--- src/rtl/branch_pht_if.sv ---
// branch_pht_if: lookup/predict/update bundle between fetch, execute and the pattern history table.
// BRANCH_PHT_GSHARE_EN adds the history snapshot signals.
interface branch_pht_if #(
    parameter int PC_W     = 32,
    parameter int CTR_BITS = 2,
    parameter int GHR_BITS = 4
);
    logic                lookup_valid;
    logic [PC_W-1:0]     lookup_pc;
    logic                pred_valid;
    logic                pred_taken;
    logic [CTR_BITS-1:0] pred_ctr;
    logic                upd_valid;
    logic [PC_W-1:0]     upd_pc;
    logic                upd_taken;
`ifdef BRANCH_PHT_GSHARE_EN
    logic [GHR_BITS-1:0] pred_ghr;
    logic [GHR_BITS-1:0] upd_ghr;
`endif
    modport master (
        output lookup_valid, lookup_pc, upd_valid, upd_pc, upd_taken,
`ifdef BRANCH_PHT_GSHARE_EN
        output upd_ghr,
        input  pred_ghr,
`endif
        input  pred_valid, pred_taken, pred_ctr
    );
    modport slave (
        input  lookup_valid, lookup_pc, upd_valid, upd_pc, upd_taken,
`ifdef BRANCH_PHT_GSHARE_EN
        input  upd_ghr,
        output pred_ghr,
`endif
        output pred_valid, pred_taken, pred_ctr
    );
endinterface

--- src/rtl/branch_pht.sv ---
// branch_pht: 2^INDEX_BITS saturating-counter pattern history table, 1-cycle registered lookup, write-first update bypass.
// Define BRANCH_PHT_GSHARE_EN for gshare indexing (PC index XOR global history); default is bimodal.
module branch_pht #(
    parameter int PC_W       = 32,
    parameter int INDEX_BITS = 4,
    parameter int CTR_BITS   = 2,
    parameter int INIT_CTR   = 1,
    parameter int GHR_BITS   = 4
) (
    input logic          clk,
    input logic          rst_n,
    branch_pht_if.slave  bus
);
    localparam int                  ENTRIES = 1 << INDEX_BITS;
    localparam logic [CTR_BITS-1:0] CMAX    = {CTR_BITS{1'b1}};
    localparam logic [CTR_BITS-1:0] CINIT   = CTR_BITS'(INIT_CTR);

    logic [CTR_BITS-1:0]   tbl [ENTRIES];
    logic [INDEX_BITS-1:0] lidx, uidx;
    logic [CTR_BITS-1:0]   cur, nxt, rd;
    logic [CTR_BITS-1:0]   pred_ctr_q;
    logic                  pred_valid_q;

`ifdef BRANCH_PHT_GSHARE_EN
    logic [GHR_BITS-1:0] ghr, pred_ghr_q;
    logic                unused_bits;
    assign lidx = bus.lookup_pc[INDEX_BITS+1:2] ^ INDEX_BITS'(ghr);
    assign uidx = bus.upd_pc[INDEX_BITS+1:2] ^ INDEX_BITS'(bus.upd_ghr);
    assign bus.pred_ghr = pred_ghr_q;
    assign unused_bits = ^{bus.lookup_pc, bus.upd_pc};
    // Lookup uses the history as it stood before this edge's shift.
    always_ff @(posedge clk or negedge rst_n) begin
        if (!rst_n) begin
            ghr        <= '0;
            pred_ghr_q <= '0;
        end else begin
            if (bus.upd_valid) ghr <= GHR_BITS'({ghr, bus.upd_taken});
            if (bus.lookup_valid) pred_ghr_q <= ghr;
        end
    end
`else
    logic unused_bits;
    assign lidx = bus.lookup_pc[INDEX_BITS+1:2];
    assign uidx = bus.upd_pc[INDEX_BITS+1:2];
    assign unused_bits = ^{bus.lookup_pc, bus.upd_pc, 32'(GHR_BITS)};
`endif

    always_comb begin
        cur = tbl[uidx];
        nxt = bus.upd_taken ? (cur == CMAX ? cur : cur + 1'b1)
                            : (cur == '0   ? cur : cur - 1'b1);
        rd  = (bus.upd_valid && uidx == lidx) ? nxt : tbl[lidx];
    end

    always_ff @(posedge clk or negedge rst_n) begin
        if (!rst_n) begin
            for (int i = 0; i < ENTRIES; i++) tbl[i] <= CINIT;
            pred_valid_q <= 1'b0;
            pred_ctr_q   <= '0;
        end else begin
            pred_valid_q <= bus.lookup_valid;
            if (bus.lookup_valid) pred_ctr_q <= rd;
            if (bus.upd_valid) tbl[uidx] <= nxt;
        end
    end

    assign bus.pred_valid = pred_valid_q;
    assign bus.pred_ctr   = pred_ctr_q;
    assign bus.pred_taken = pred_ctr_q[CTR_BITS-1];
endmodule

--- src/flat_wrapper.sv ---
// flat-port wrapper written by rule: the top's interface ports become plain ports
module branch_pht_flat 
#(
    parameter int PC_W       = 32,
    parameter int INDEX_BITS = 4,
    parameter int CTR_BITS   = 2,
    parameter int INIT_CTR   = 1,
    parameter int GHR_BITS   = 4
)
  (clk, rst_n, bus_lookup_valid, bus_lookup_pc, bus_upd_valid, bus_upd_pc, bus_upd_taken, bus_pred_valid, bus_pred_taken, bus_pred_ctr);
  branch_pht_if #(.PC_W(PC_W), .CTR_BITS(CTR_BITS), .GHR_BITS(GHR_BITS)) bus_i ();
  input logic clk;
  input logic rst_n;
  input wire logic [$bits(bus_i.lookup_valid)-1:0] bus_lookup_valid;
  input wire logic [$bits(bus_i.lookup_pc)-1:0] bus_lookup_pc;
  input wire logic [$bits(bus_i.upd_valid)-1:0] bus_upd_valid;
  input wire logic [$bits(bus_i.upd_pc)-1:0] bus_upd_pc;
  input wire logic [$bits(bus_i.upd_taken)-1:0] bus_upd_taken;
  output wire logic [$bits(bus_i.pred_valid)-1:0] bus_pred_valid;
  output wire logic [$bits(bus_i.pred_taken)-1:0] bus_pred_taken;
  output wire logic [$bits(bus_i.pred_ctr)-1:0] bus_pred_ctr;
  assign bus_i.lookup_valid = bus_lookup_valid;
  assign bus_i.lookup_pc = bus_lookup_pc;
  assign bus_i.upd_valid = bus_upd_valid;
  assign bus_i.upd_pc = bus_upd_pc;
  assign bus_i.upd_taken = bus_upd_taken;
  assign bus_pred_valid = bus_i.pred_valid;
  assign bus_pred_taken = bus_i.pred_taken;
  assign bus_pred_ctr = bus_i.pred_ctr;
  branch_pht #(.PC_W(PC_W), .INDEX_BITS(INDEX_BITS), .CTR_BITS(CTR_BITS), .INIT_CTR(INIT_CTR), .GHR_BITS(GHR_BITS)) u_core (.clk(clk), .rst_n(rst_n), .bus(bus_i));
endmodule
--- config.mk ---
export PLATFORM = sky130hd
export DESIGN_NAME = branch_pht_flat
export DESIGN_NICKNAME = d
export VERILOG_FILES = /design/src/rtl/branch_pht_if.sv /design/src/rtl/branch_pht.sv /design/src/flat_wrapper.sv
export SDC_FILE = /design/constraint.sdc
export NUM_CORES = 1
export LEC_CHECK = 0
export ABC_AREA = 1
export CORE_UTILIZATION = 48
export CTS_BUF_LIST = sky130_fd_sc_hd__clkbuf_4 sky130_fd_sc_hd__clkbuf_8
export DETAILED_ROUTE_END_ITERATION = 8
export PLACE_DENSITY_LB_ADDON = 0.05
export SLEW_MARGIN = 20
export SYNTH_ARGS = -nofsm -noshare
export SYNTH_HDL_FRONTEND = slang
export SYNTH_SLANG_ARGS = --single-unit
--- constraint.sdc ---
create_clock -name clk -period 1.9 [get_ports clk]
set_clock_uncertainty 0.15 [all_clocks]
set_input_delay 0.285 -clock clk [delete_from_list [all_inputs] [get_ports clk]]
set_output_delay 0.285 -clock clk [all_outputs]
set_load 0.01 [all_outputs]
Word-level counts from Yosys, hierarchy flattened
Cells that the tools add are included.
{"block": "totals", "wordCells": 43, "output_inout_bits": 4, "ff_bits": 35, "inputBits": 69}
{"block": "op_classes", "magnitude_cmp": 3, "n_mux": 13, "reduce_logical": 3, "bitwise": 2, "eq_ne": 2, "addsub": 2}
{"cell": "$bwmux W32", "n": 1}
{"cell": "$mux W2", "n": 9}
{"cell": "$bmux W2 S4", "n": 2}
{"cell": "$ge A5 B5 Y1 const B", "n": 2}
{"cell": "$not A4 Y5", "n": 2}
{"cell": "$demux W2 S4", "n": 1}
{"cell": "$lt A5 B1 Y1 const B", "n": 1}
{"cell": "$eq A4 B4 Y1", "n": 1}
{"cell": "$add A2 B1 Y2 const B", "n": 1}
{"cell": "$eq A2 B2 Y1 const B", "n": 1}
{"cell": "$logic_and A1 B1 Y1", "n": 2}
{"cell": "$logic_not A2 Y1", "n": 1}
{"cell": "$sub A2 B1 Y2 const B", "n": 1}

Longest topological paths before layout
{"block": "depth", "depth_word": 8, "mapped_depth": 14, "ltp_nobuf": 13}

Worst setup path after synthesis
No wires, ideal clock.
{"block": "synth_path", "kind": "input-to-reg", "startpoint": "input port bus_upd_pc[3]", "endpoint": "register u_core.tbl[15] (netlist bit)", "arrival_ps": 1375, "path_slack_ps": 293, "setup_time_ps": 83, "cell_stages": 11, "path_buffers": 2, "path_cell_list": "inv_1 -> clkbuf_1 -> nand2_1 -> nand2_1 -> nand2_1 -> nand4_1 -> nand2_2 -> nand2_1 -> buf_4 -> nand3_1 -> o21ai_0"}
{"block": "synth_via", "elab_chain_len": 8, "word_cells_on_any_way": 17}
{"element": "start: declaration", "line": "flat_wrapper.sv:17", "text": "input wire logic [$bits(bus_i.upd_pc)-1:0] bus_upd_pc;"}
{"element": "$not A4 Y5 (implied by the code) (*)", "line": "branch_pht.sv:49, branch_pht.sv:63"}
{"element": "$bmux W2 S4", "line": "branch_pht.sv:49", "text": "cur = tbl[uidx];"}
{"element": "$mux W2 (implied by the code) (2 in series)", "line": "branch_pht.sv:49"}
{"element": "$sub A2 B1 Y2 (tied with other cells)", "line": "branch_pht.sv:51", "text": ": (cur == '0 ? cur : cur - 1'b1);"}
{"element": "$mux W2 (on tied branches)", "line": "branch_pht.sv:51, branch_pht.sv:50"}
{"element": "$mux W2", "line": "branch_pht.sv:50", "text": "nxt = bus.upd_taken ? (cur == CMAX ? cur : cur + 1'b1)"}
{"element": "$bwmux W32 (*)", "line": "branch_pht.sv:63", "text": "if (bus.upd_valid) tbl[uidx] <= nxt;"}
{"element": "end signal: indexed assignment", "line": "branch_pht.sv:63"}
{"element": "end: declaration", "line": "branch_pht.sv:18", "text": "logic [CTR_BITS-1:0] tbl [ENTRIES];"}
Mark *: on every way between the ends. The rest lies on a longest branch, timed or not. The select of a mux whose other input is x is not followed.
A chain may end at the register's enable or synchronous reset.

Final worst setup path
{"block": "layout_path", "startpoint": "register u_core.tbl[24] (netlist bit)", "endpoint": "register u_core.tbl[24] (netlist bit)"}
{"block": "layout_via", "elab_chain_len": 7, "word_cells_on_any_way": 11}
{"element": "$bmux W2 S4", "line": "branch_pht.sv:49"}
{"element": "$mux W2 (implied by the code) (2 in series)", "line": "branch_pht.sv:49"}
{"element": "$sub A2 B1 Y2 (tied with other cells)", "line": "branch_pht.sv:51"}
{"element": "$mux W2 (on tied branches)", "line": "branch_pht.sv:51, branch_pht.sv:50"}
{"element": "$mux W2", "line": "branch_pht.sv:50"}
{"element": "$bwmux W32 (*)", "line": "branch_pht.sv:63"}
Marked as above.

==> impl_metrics.toml <==
[sta]
fmax_ghz = 0.563
layout_setup_ws_ns = 0.123
tns_ns = 0
fin_crit_ns = 1.78
finalSetupViolations = 0
final_max_slew_viol_count = 0
grt_setup_unrepaired = "no"
fin_crit_sh_pct = 93.6
hold_viol_final = 0
worstMarginPinSlew_ns = 0.489
relSlewSlack_pct = 67.4

[synth]
syn_area_per_cell_um2 = 6.52
yosys.area.top_type_share_pct = 21.1
yosys-top-cells-count = "nand2_1 (120), inv_1 (44), o21ai_0 (32), nand3_1 (31), nor2_1 (29)"
synth.area.top_cells = "dfrtp_1 (21%), nand2_1 (20%), dfstp_2 (19%)"
yosys_warnings = 0
ys_ff_latch = 35
syn_area_um2 = 2250
synth.most_common_cell = "nand2_1"
yosysTopAreaCell = "dfrtp_1"
synth_cell_type_count = 21
async_reset_ff_share_pct = 100
syn_inst = 345
synth_fp_nets = 414
synth_edf_count = 0
ys.flop_type = "dfrtp_1"
synth-seq-area-share_pct = 39.8

[power]
power_mw = 2.55
p_leak_nw = 1.42
power_density_nw_per_um2 = 901
peakVddDrop_mv = 0.643

[place]
io_buffers = 16
gp_congestion = 0.975
dp_hpwl_um = 5300
postPlaceCellArea_um2 = 2680
place_ws_ns = -0.527

[grt]
antenna_found_initial = 0
grt_pass1_wl_um = 11600
grt_overflow = 0
grt_usage_pct = 31.3
grt_start_max_net_pins = 23
grt_pass1_vias = 2332

[final_layout]
multi_input_area_um2 = 1150
stdcell_area_um2 = 2840
fill_cells = 427
layout.nets = 460
drive_above_1_share_pct = 18.9
post-route-util_pct = 63.8
syn2layout_area_growth_pct = 26.0
ff_latch_area_um2 = 896
antennaDiodeCount = 0

[die]
num_rows = 24
coreArea_um2 = 4440
io_pins = 73
start_util_pct = 50.6
fp.dieH_um = 70.5
die_w_um = 70.5
die-area_um2 = 4970

[route]
drtAntennaViolNets = 0
drt_iter0_drc = 230
drtPass1Iterations = 7
drc = 4
dr_total_vias = 2395
wl_per_cell_um = 15.5
wl_um = 6900
via_per_inst = 5.39

[flow_run]
maxCapViolCount = 0

[run_status]
violations = "design-rule violations"
outcome = "finished, violations left"

[critical_path]
cp-start-kind = "register"
worstPathMaxFanout = 5
required_ns = 1.97
crit_type = "register to register"
arrival_ns = 1.84
endpoint_kind = "register"

[hold_path]
hp-class = "input pin to asynchronous set/reset pin"

[clocking]
cts_tree = "yes"
cts-root-buf = "clkbuf_8"
cts.clk_slew.worst_paths_ns = 0.08
cts_buffer_depth = 2
insertion_delay_ns = 0.30
cts-htree-levels = 2
post_cts_buffers = 0
clkSinkCount = 35
cts_made_buffers = 5
[cells by family after synthesis]
group	after synthesis	share of synthesized area, %
and+or+nand+nor	187	33.9
AOI/OAI and AO/OA	65	15.3
buffers and inverters	58	11.0
DFF	35	39.8
[final timing paths]
check / startpoint / endpoint / slack [ns] / cells after the start
worst max-delay path: u_core.tbl[24] / u_core.tbl[24] / 0.12 / 11
worst min-delay path: rst_n / u_core.bus.pred_valid / 0.33 / 2
worst max register to register: u_core.tbl[24] / u_core.tbl[24] / 0.12 / 11
worst min register to register: u_core.bus.pred_ctr[0] / u_core.bus.pred_ctr[0] / 0.34 / 2
max in group asynchronous: rst_n / u_core.tbl[24] / 0.67 / 3
min in group clk: u_core.bus.pred_ctr[0] / u_core.bus.pred_ctr[0] / 0.34 / 2
[power breakdown]
group / switching, mW / internal (mW) / total [mW]
sequential: 0.131 / 0.999 / 1.13
combinational: 0.505 / 0.356 / 0.862
clock: 0.308 / 0.255 / 0.563
[cell type report]
class	instances	area share (%)
clock buffer	5	2.43
inverter	45	6.13
timing repair buffer	52	16.3
sequential	35	31.6
multi-input combinational	252	40.5
clock inverter	3	0.706
tap	52	2.29
[flip-flops by register name (all words and copies together), names as in the netlist]
signal and flops:
u_core.bus.pred_ctr 2, u_core.bus.pred_valid 1, u_core.tbl 32
[placed cells by master, fill, tap and decap left out, types with 3 or more instances in the layout]
cell               n
a21oi_1           12
a31oi_1            5
buf_4             32
clkbuf_8           5
clkdlybuf4s50_1   11
dfrtp_1           19
dfstp_2           16
dlymetal6s2s_1     3
inv_1             43
nand2_1          116
nand2_2            5
nand3_1           31
nor2_1            26
nor2_2             3
o211ai_1           5
o21ai_0           30
o21ai_1           11
[routing by layer]
metal	track usage [%]	up-vias	share of wire [%]
met5	0	-	0
met4	12.0	0	2.9
met3	6.06	18	6.0
met2	48.4	87	44
met1	43.1	1096	47
li1	-	1194	-
[what timing repair did]
item / CTS / global route
hold buffers: 1 / 0
cloned: 0 / 0
endpoints found under the setup margin: 33 / 33
endpoints found under the hold margin: 11 / 0
resized for setup: 6 / 15
[worst max-delay path: stages, from the launching register on]
cell and delay, ns:
dfstp_2 0.56, nand2_1 0.05, nand2_1 0.08, nand2_1 0.06, nand2_1 0.06, nand2_1 0.06, nand2_1 0.13, nor2_4 0.06
buf_4 0.14, nand2_4 0.10, buf_4 0.16, a31oi_1 0.08
[stage by stage]
step / hold WS (ns) / cells
floorplan: -0.161 / 345
finish: 0.330 / 444
global route: 0.369 / 444
detailed placement: 0.125 / 435
CTS: 0.341 / 444
global placement: 0.122 / 435
(Power assumes the default switching activity.)
